`config.mk`:
```
export PLATFORM = sky130hd
export DESIGN_NAME = vector_mac_engine
export DESIGN_NICKNAME = d
export VERILOG_FILES = /design/src/rtl/vector_mac_pkg.sv /design/src/rtl/vec_lane_mul.sv /design/src/rtl/vector_mac_engine.sv
export SDC_FILE = /design/constraint.sdc
export NUM_CORES = 2
export LEC_CHECK = 0
export BUFFER_PORTS_ARGS = -buffer_cell sky130_fd_sc_hd__buf_2
export CAP_MARGIN = 20
export CORE_ASPECT_RATIO = 1.1
export CORE_MARGIN = 2
export CORE_UTILIZATION = 30
export DETAILED_ROUTE_END_ITERATION = 10
export GPL_ROUTABILITY_DRIVEN = 0
export MAX_ROUTING_LAYER = met4
export SLEW_MARGIN = 20
export SYNTH_ARGS = -nofsm -noshare
export SYNTH_HDL_FRONTEND = slang
export SYNTH_SLANG_ARGS = --single-unit
```
`constraint.sdc`:
```
create_clock -name clk -period 10.8 [get_ports clk]
set_input_delay 1.08 -clock clk [delete_from_list [all_inputs] [get_ports clk]]
set_output_delay 1.08 -clock clk [all_outputs]
set_load 0.1 [all_outputs]
```
`src/rtl/vector_mac_pkg.sv`:
```
// rtl/vector_mac_pkg.sv - shared encodings for the vector multiply-accumulate engine
package vector_mac_pkg;

    typedef enum logic {
        MODE_ELEMWISE = 1'b0,
        MODE_DOT      = 1'b1
    } mac_mode_e;

    typedef enum logic [1:0] {
        ST_IDLE    = 2'd0,
        ST_COMPUTE = 2'd1,
        ST_DONE    = 2'd2
    } mac_state_e;

    function automatic int acc_width(input int data_width, input int vector_size);
        return 2 * data_width + $clog2(vector_size);
    endfunction

endpackage

```
`src/rtl/vec_lane_mul.sv`:
```
// rtl/vec_lane_mul.sv - one unsigned multiplier lane with saturation clamp and overflow flag
module vec_lane_mul #(
    parameter int DATA_WIDTH = 16
) (
    input  logic [DATA_WIDTH-1:0]   a,
    input  logic [DATA_WIDTH-1:0]   b,
    input  logic                    saturate,
    output logic [2*DATA_WIDTH-1:0] product,
    output logic [DATA_WIDTH-1:0]   clamped,
    output logic                    overflow
);

    always_comb begin
        product  = {{DATA_WIDTH{1'b0}}, a} * {{DATA_WIDTH{1'b0}}, b};
        overflow = |product[2*DATA_WIDTH-1:DATA_WIDTH];
        clamped  = (saturate && overflow) ? {DATA_WIDTH{1'b1}} : product[DATA_WIDTH-1:0];
    end

endmodule

```
`src/rtl/vector_mac_engine.sv`:
```
// rtl/vector_mac_engine.sv - multi-beat element-wise multiply / dot-product engine
module vector_mac_engine
    import vector_mac_pkg::*;
#(
    parameter int VECTOR_SIZE = 8,
    parameter int DATA_WIDTH  = 16,
    parameter int LANES       = 2
) (
    input  logic                                         clk,
    input  logic                                         rst_n,
    input  logic                                         start,
    input  logic                                         mode,
    input  logic                                         saturate,
    input  logic [DATA_WIDTH*VECTOR_SIZE-1:0]            vector_a,
    input  logic [DATA_WIDTH*VECTOR_SIZE-1:0]            vector_b,
    output logic [DATA_WIDTH*VECTOR_SIZE-1:0]            result,
    output logic [2*DATA_WIDTH+$clog2(VECTOR_SIZE)-1:0]  dot_result,
    output logic                                         busy,
    output logic                                         done,
    output logic                                         overflow
);

    localparam int BEATS     = VECTOR_SIZE / LANES;
    localparam int ACC_WIDTH = acc_width(DATA_WIDTH, VECTOR_SIZE);
    localparam int BEAT_W    = (BEATS > 1) ? $clog2(BEATS) : 1;
    localparam int VEC_W     = DATA_WIDTH * VECTOR_SIZE;
    localparam logic [BEAT_W-1:0] LAST_BEAT = BEAT_W'(BEATS - 1);

    generate
        if (VECTOR_SIZE % LANES != 0) begin : g_bad_lanes
            $error("vector_mac_engine: VECTOR_SIZE must be a multiple of LANES");
        end
    endgenerate

    mac_state_e              state_q;
    mac_state_e              state_d;
    logic                    accept;
    logic [BEAT_W-1:0]       beat_q;
    logic [VEC_W-1:0]        a_q;
    logic [VEC_W-1:0]        b_q;
    mac_mode_e               mode_q;
    logic                    sat_q;

    logic [DATA_WIDTH-1:0]   lane_a       [LANES];
    logic [DATA_WIDTH-1:0]   lane_b       [LANES];
    logic [DATA_WIDTH-1:0]   lane_clamped [LANES];
    logic [2*DATA_WIDTH-1:0] lane_prod    [LANES];
    logic [LANES-1:0]        lane_ovf;
    logic [ACC_WIDTH-1:0]    beat_sum;

    // Each beat feeds the lanes a contiguous group of LANES elements.
    always_comb begin
        for (int l = 0; l < LANES; l++) begin
            lane_a[l] = a_q[(int'(beat_q) * LANES + l) * DATA_WIDTH +: DATA_WIDTH];
            lane_b[l] = b_q[(int'(beat_q) * LANES + l) * DATA_WIDTH +: DATA_WIDTH];
        end
    end

    generate
        for (genvar g = 0; g < LANES; g++) begin : g_lane
            vec_lane_mul #(
                .DATA_WIDTH(DATA_WIDTH)
            ) u_lane (
                .a       (lane_a[g]),
                .b       (lane_b[g]),
                .saturate(sat_q),
                .product (lane_prod[g]),
                .clamped (lane_clamped[g]),
                .overflow(lane_ovf[g])
            );
        end
    endgenerate

    always_comb begin
        beat_sum = '0;
        for (int l = 0; l < LANES; l++) begin
            beat_sum = beat_sum + ACC_WIDTH'(lane_prod[l]);
        end
    end

    always_comb begin
        state_d = state_q;
        accept  = 1'b0;
        case (state_q)
            ST_IDLE: begin
                if (start) begin
                    accept  = 1'b1;
                    state_d = ST_COMPUTE;
                end
            end
            ST_COMPUTE: begin
                if (beat_q == LAST_BEAT) begin
                    state_d = ST_DONE;
                end
            end
            ST_DONE: state_d = ST_IDLE;
            default: state_d = ST_IDLE;
        endcase
        busy = (state_q == ST_COMPUTE) || (state_q == ST_DONE);
        done = (state_q == ST_DONE);
    end

    always_ff @(posedge clk or negedge rst_n) begin
        if (!rst_n) begin
            state_q <= ST_IDLE;
        end else begin
            state_q <= state_d;
        end
    end

    // Products land directly in the output registers; they hold after DONE until the next accept.
    always_ff @(posedge clk or negedge rst_n) begin
        if (!rst_n) begin
            beat_q     <= '0;
            a_q        <= '0;
            b_q        <= '0;
            mode_q     <= MODE_ELEMWISE;
            sat_q      <= 1'b0;
            result     <= '0;
            dot_result <= '0;
            overflow   <= 1'b0;
        end else if (accept) begin
            beat_q     <= '0;
            a_q        <= vector_a;
            b_q        <= vector_b;
            mode_q     <= mac_mode_e'(mode);
            sat_q      <= saturate;
            result     <= '0;
            dot_result <= '0;
            overflow   <= 1'b0;
        end else if (state_q == ST_COMPUTE) begin
            beat_q <= (beat_q == LAST_BEAT) ? '0 : beat_q + BEAT_W'(1);
            if (mode_q == MODE_DOT) begin
                dot_result <= dot_result + beat_sum;
            end else begin
                for (int l = 0; l < LANES; l++) begin
                    result[(int'(beat_q) * LANES + l) * DATA_WIDTH +: DATA_WIDTH] <= lane_clamped[l];
                end
                if (|lane_ovf) begin
                    overflow <= 1'b1;
                end
            end
        end
    end

endmodule

```
; ---- Yosys cells after proc, flatten, opt, wreduce, memory -nomap -nowiden
; Cells that the tools add are included.
[op_classes]
shift = 8
eq_ne = 6
mux = 22
n_mul = 2
add_sub_neg = 6
reduce_logical = 14
[ops]
columns = cell, count
row1 = $mux 128, 3
row2 = $bwmux 128, 2
row3 = $shift 16x33->128 const A, 2
row4 = $shiftx 128x32->16, 2
row5 = $shiftx 128x8->16, 2
row6 = $shiftx 16x33->128, 2
row7 = $mux 35, 3
row8 = $mul 16x16->32, 2
row9 = $add 35x33->35, 1
row10 = $add 32x32->33, 1
row11 = $neg 7->33, 1
row12 = $neg 8->33, 1
row13 = $mux 16, 2
row14 = $reduce_or 16->1, 2
row15 = $reduce_or 32->1, 1
row16 = $mux 2, 5
row17 = $mux 1, 6
row18 = $ne 2x2->1 const B, 3
row19 = $reduce_and 2->1, 3
row20 = $reduce_bool 2->1, 3
row21 = $add 3x1->4 const B, 1
row22 = $eq 2x2->1 const B, 2
row23 = $pmux 2 s2, 1
row24 = $reduce_and 3->1, 1
row25 = 5 further kinds, 6
[totals]
ff_bits = 426
out_inout_bits = 166
word_cells = 67
input_bits = 261

; ---- Longest topological paths before layout
[depth]
word_depth = 11
depth_mapped = 41
ltp_nobuf = 35

; ---- Hierarchy
; Synthesis repeated with hierarchy kept, for this count alone.
[unflattened]
hier_cells = 4102
hier_area_um2 = 38109.0
[by_module_without_submodules]
columns = module, cells_each, seq_area_each_um2, n_inst, area_each_um2
row1 = vector_mac_engine, 1923, 10660.2, 1, 19831.5
row2 = vec_lane_mul (g_lane[1].u_lane), 1114, 0.0, 1, 9253.9
row3 = vec_lane_mul (g_lane[0].u_lane), 1065, 0.0, 1, 9023.7

; ---- Least setup slack after synthesis
; No wires, ideal clock.
[synth_path]
path_type = reg-to-reg
from = register beat_q[0]
to = register dot_result[33]
period_less_slack_ps = 9868
slack_ps = 932
t_arrival_ps = 9790
required_time_ps = 10722
n_path_buf = 3
setup_time_ps = 78
stages_incl_launch_ff = 36
path_cell_list = dfrtp_1 buf_1 buf_1 buf_1 mux2_2 o21ai_1 nor2_1 fa_1 inv_1 fa_1 inv_1 fa_1 fa_1 fa_1 inv_1 fa_1 inv_1 ha_1 and3_4 a2111oi_2 or4_4 o22ai_4 a211oi_1 inv_1 fa_1 inv_1 ha_1 a21o_1 a21o_1 a21o_1 a21o_1 a21oi_1 nor2_1 o31a_1 or3_1 a21oi_1
[synth_between]
elab_chain_len = 8
elab_cells_between_ends = 12
cone_classes = add/sub: 3 / mul: 2 / shift: 4 / mux: 3
[synth_lines]
columns = item, line
row1 = "start, declared", vector_mac_engine.sv:38  ; logic [BEAT_W-1:0] beat_q;
row2 = "start signal, assigned", vector_mac_engine.sv:132  ; beat_q <= (beat_q == LAST_BEAT) ? '0 : beat_q + BEAT_W'(1);
row3 = $add 3x1->4, "vector_mac_engine.sv:54, vector_mac_engine.sv:55"
row4 = "$shiftx 128x32->16, on equally long branches", "vector_mac_engine.sv:54, vector_mac_engine.sv:55"
row5 = $mul 16x16->32, vec_lane_mul.sv:14  ; product = {{DATA_WIDTH{1'b0}}, a} * {{DATA_WIDTH{1'b0}}, b};
row6 = $add 32x32->33 (*), vector_mac_engine.sv:77  ; beat_sum = beat_sum + ACC_WIDTH'(lane_prod[l]);
row7 = $add 35x33->35 (*), vector_mac_engine.sv:134  ; dot_result <= dot_result + beat_sum;
row8 = $mux 35 (*), vector_mac_engine.sv:133  ; if (mode_q == MODE_DOT) begin
row9 = $mux 35 (*), vector_mac_engine.sv:131  ; end else if (state_q == ST_COMPUTE) begin
row10 = $mux 35 (*), vector_mac_engine.sv:122  ; end else if (accept) begin
row11 = "end signal, assigned", vector_mac_engine.sv:134
row12 = "end, declared", vector_mac_engine.sv:17  ; output logic [2*DATA_WIDTH+$clog2(VECTOR_SIZE)-1:0] dot_result,
; Every way passes the cells marked *; elsewhere a longest branch is shown, timed or not. The select of a mux whose other input is x is not followed.
; A chain may end at the register's enable or synchronous reset.

; ---- Worst setup path in the final report
; Same ends and word-level chain as after synthesis.

==> metrics.csv <==
stage,metric,value,unit
status,outcome,"finished, final reports clean",
die,initial cell density of the core,0.301,
worst_hold_path,HP Class,in -> async,
logic_synthesis,synth cell count leaders,"nand2_1, inv_1, dfrtp_1, fa_1, nor2_1",
global_route,number of global-route vias before repair,31237,
setup_path,r2r worst-path depth,31,
global_route,GRT overflow,0,
setup_path,Crit Path Class,reg -> reg,
setup_path,Crit. End Element,register,
global_route,initial antenna violation count,8,
clock_network,clk root buf,clkbuf_16,
sta,Slew Limit Fails,0,
logic_synthesis,Post-Syn Instances,4300,
clock_network,clk slew on worst S/H paths,0.07,ns
sta,RSZ-0062 raised after global routing,false,
sta,f_max,98.8,MHz
setup_path,Setup crit start,beat_q[0]$_DFFE_PN0N_,
global_route,first-pass GRT wire length,190,mm
clock_network,CTS buffer count,53,
logic_synthesis,Compound-Gate Fraction of Synth Area,0.106,
sta,slew of the pin with the lowest slew margin,1.17,ns
setup_path,reg2reg setup slack,0.68,ns
clock_network,hold buffers post-CTS,0,
sta,crit share post-route,0.937,
logic_synthesis,Yosys warnings,0,
die,Die Wd,344,microns
routing,Detailed Routing Iterations Pass 1,6,
logic_synthesis,post-synthesis mux area share,0.0375,
logic_synthesis,xor/xnor share of the synthesized area,0.0168,
die,DIE AREA,130000,sq um
clock_network,clk buf depth,3,
setup_path,Startpoint Class,register,
routing,WL per Instance,19.6,microns
routing,DR DRC count,0,
die,site row count,137,
sta,min cycle time layout,10.12,ns
clock_network,Post-CTS Resized,0,
logic_synthesis,register bit total from synthesis,426,
setup_path,CP endpoint,dot_result[33]$_DFFE_PN0P_,
setup_path,CP arrival,10.69,ns
setup_path,Crit Reg-Reg Endpoint,dot_result[33]$_DFFE_PN0P_,
logic_synthesis,"area leader, netlist",dfrtp_1,
logic_synthesis,Post-synth EDFFs,0,
clock_network,Worst-Skew Late Latency,0.66,ns
setup_path,CP max stage delay,0.81,ns
placement,count of input and output buffers,426,
die,I/O pin count,427,
sta,Final setup viols,0,
routing,via count,31189,
routing,Via density,4.88,
logic_synthesis,Mapped Avg Cell Area,8.86,sq um
logic_synthesis,ys async rst share,1.00,
logic_synthesis,register area share after synthesis,0.280,
routing,initial DRC count,2112,
die,CORE AREA,126000,sq um
sta,Setup TNS Final,0,ns
logic_synthesis,top-count cell post-synth,nand2_1,
routing,WL final,125,mm
layout,layout cells sized above 1,0.158,
logic_synthesis,"Top FF cell, synth",dfrtp_1,
global_route,pin count of the biggest net entering global routing,256,
setup_path,"Slowest-stage cell, CP",o21ai_1,
setup_path,Reg2Reg Launch Point,beat_q[0]$_DFFE_PN0N_,
layout,Layout Nets,5612,
clock_network,TritonCTS clock tree,yes,
sta,Clock Skew,0.0353,ns
clock_network,htree depth,2,
die,Die Ht,378,microns
setup_path,Max Fanout on Critical Path,37,
placement,dpl hpwl,97.6,mm
logic_synthesis,adder-cell share of the synthesized area,0.303,
logic_synthesis,largest cells by area after synthesis,"dfrtp_1, fa_1, nand2_1",
setup_path,most frequent CP cell,fa_1,
layout,area grow syn2layout,16.2,%
routing,Final ANT Viol Nets,0,
logic_synthesis,syn nets,5230,
logic_synthesis,Synth cell types,91,
logic_synthesis,top-area cell type share of the netlist area,0.280,
logic_synthesis,Post-Synth Simple-Gate Area,0.182,
logic_synthesis,largest family of logic cells by synthesized area,adder cells,
global_route,Tot GR Track Use,0.197,
sta,Final Hold Fails,0,
clock_network,Post-CTS Repair Setup Buffers,0,
setup_path,WP data required,11.37,ns
clock_network,Clock Sinks,426,
sta,Worst slew margin,0.215,
run,max_cap viols,0,
logic_synthesis,Mapped Area,38100,sq um
layout,# fillers,13080,
[worst max-delay path, delay by kind of cell, from the launching register on]
family                   cells  cell delay, ns
adder cells (fa/ha/maj)      9            4.32
AND/OR/NAND/NOR              5            0.87
AO/OA/AOI/OAI               12            3.26
flip-flops                   1            0.69
buffers and inverters        4            0.43
multiplexers                 1            0.39
[state kept, by name (all words and copies together) (netlist names)]
name and count:
overflow 1, result 128, mode_q 1, state_q 2, beat_q 2, dot_result 35, sat_q 1, a_q 128
b_q 128
[cell families after synthesis]
| kind of cell | after synthesis |
|---|---|
| multiplexers | 120 |
| AO/OA/AOI/OAI | 598 |
| flip-flops | 426 |
| XOR/XNOR | 73 |
| buffers and inverters | 733 |
| adder cells (fa/ha/maj) | 669 |
| AND/OR/NAND/NOR | 1681 |
[area by class of cell]
cell class                      instances  area [sq um]  share of cell area
Multi-Input combinational cell       3141         24700               0.558
Sequential cell                       426         10700               0.241
Timing Repair Buffer                  516          2960              0.0670
Tap cell                             1668          2090              0.0472
Inverter                              544          2040              0.0462
Clock buffer                           70          1520              0.0344
Clock inverter                         21           269             0.00608
Antenna cell                            8          20.0            0.000452
[metrics by stage]
step / cell area [sq um] / instances / hold WS [ns] / utilization / setup WS, ns
floorplan: 38100 / 4300 / 0.440 / - / 0.932
global placement: 42300 / 6291 / 0.453 / 0.335 / 0.893
detailed placement: 42300 / 6292 / 0.457 / 0.335 / 0.791
CTS: 44100 / 6383 / 0.432 / 0.349 / 0.763
global route: 44200 / 6393 / 0.461 / 0.350 / 0.268
finish: 44200 / 6394 / 0.425 / 0.350 / 0.684
[layout by cell type (no fill, tap or decap), drive strengths merged, types with 7 or more instances in the layout]
cell	count
a211oi	15
a21o	40
a21oi	82
a22oi	124
a31oi	14
and2	24
and3	12
buf	516
clkbuf	70
clkinv	7
dfrtp	426
diode	8
fa	421
ha	248
inv	549
mux2	51
mux2i	56
mux4	13
nand2	1147
nand2b	40
nand3	28
nand4	22
nor2	318
nor2b	18
nor3	22
o211ai	14
o21a	54
o21ai	177
o21bai	8
o311ai	7
o31ai	7
or2	13
or3	12
xnor2	48
xor2	25
[metal layers]
metal	track usage	routed length, microns
met5	-	0
met4	0.0576	3520
met2	0.301	56700
met3	0.0272	7700
met1	0.272	57300
[worst min path at each step]
stage | startpoint | endpoint | depth (start not counted) | slack, ns
final | rst_n | result[85]$_DFFE_PN0P_ | 1 | 0.42
after global routing | rst_n | result[85]$_DFFE_PN0P_ | 1 | 0.46
after CTS | rst_n | result[82]$_DFFE_PN0P_ | 1 | 0.43
after global placement | b_q[40]$_DFFE_PN0P_ | b_q[40]$_DFFE_PN0P_ | 2 | 0.45
after floorplan | a_q[106]$_DFFE_PN0P_ | a_q[106]$_DFFE_PN0P_ | 2 | 0.44
after detailed placement | b_q[48]$_DFFE_PN0P_ | b_q[48]$_DFFE_PN0P_ | 2 | 0.46
Power is left out: the tool's default activity adds up to more than one toggle a clock period on the data nets, which glitch-free logic cannot reach.
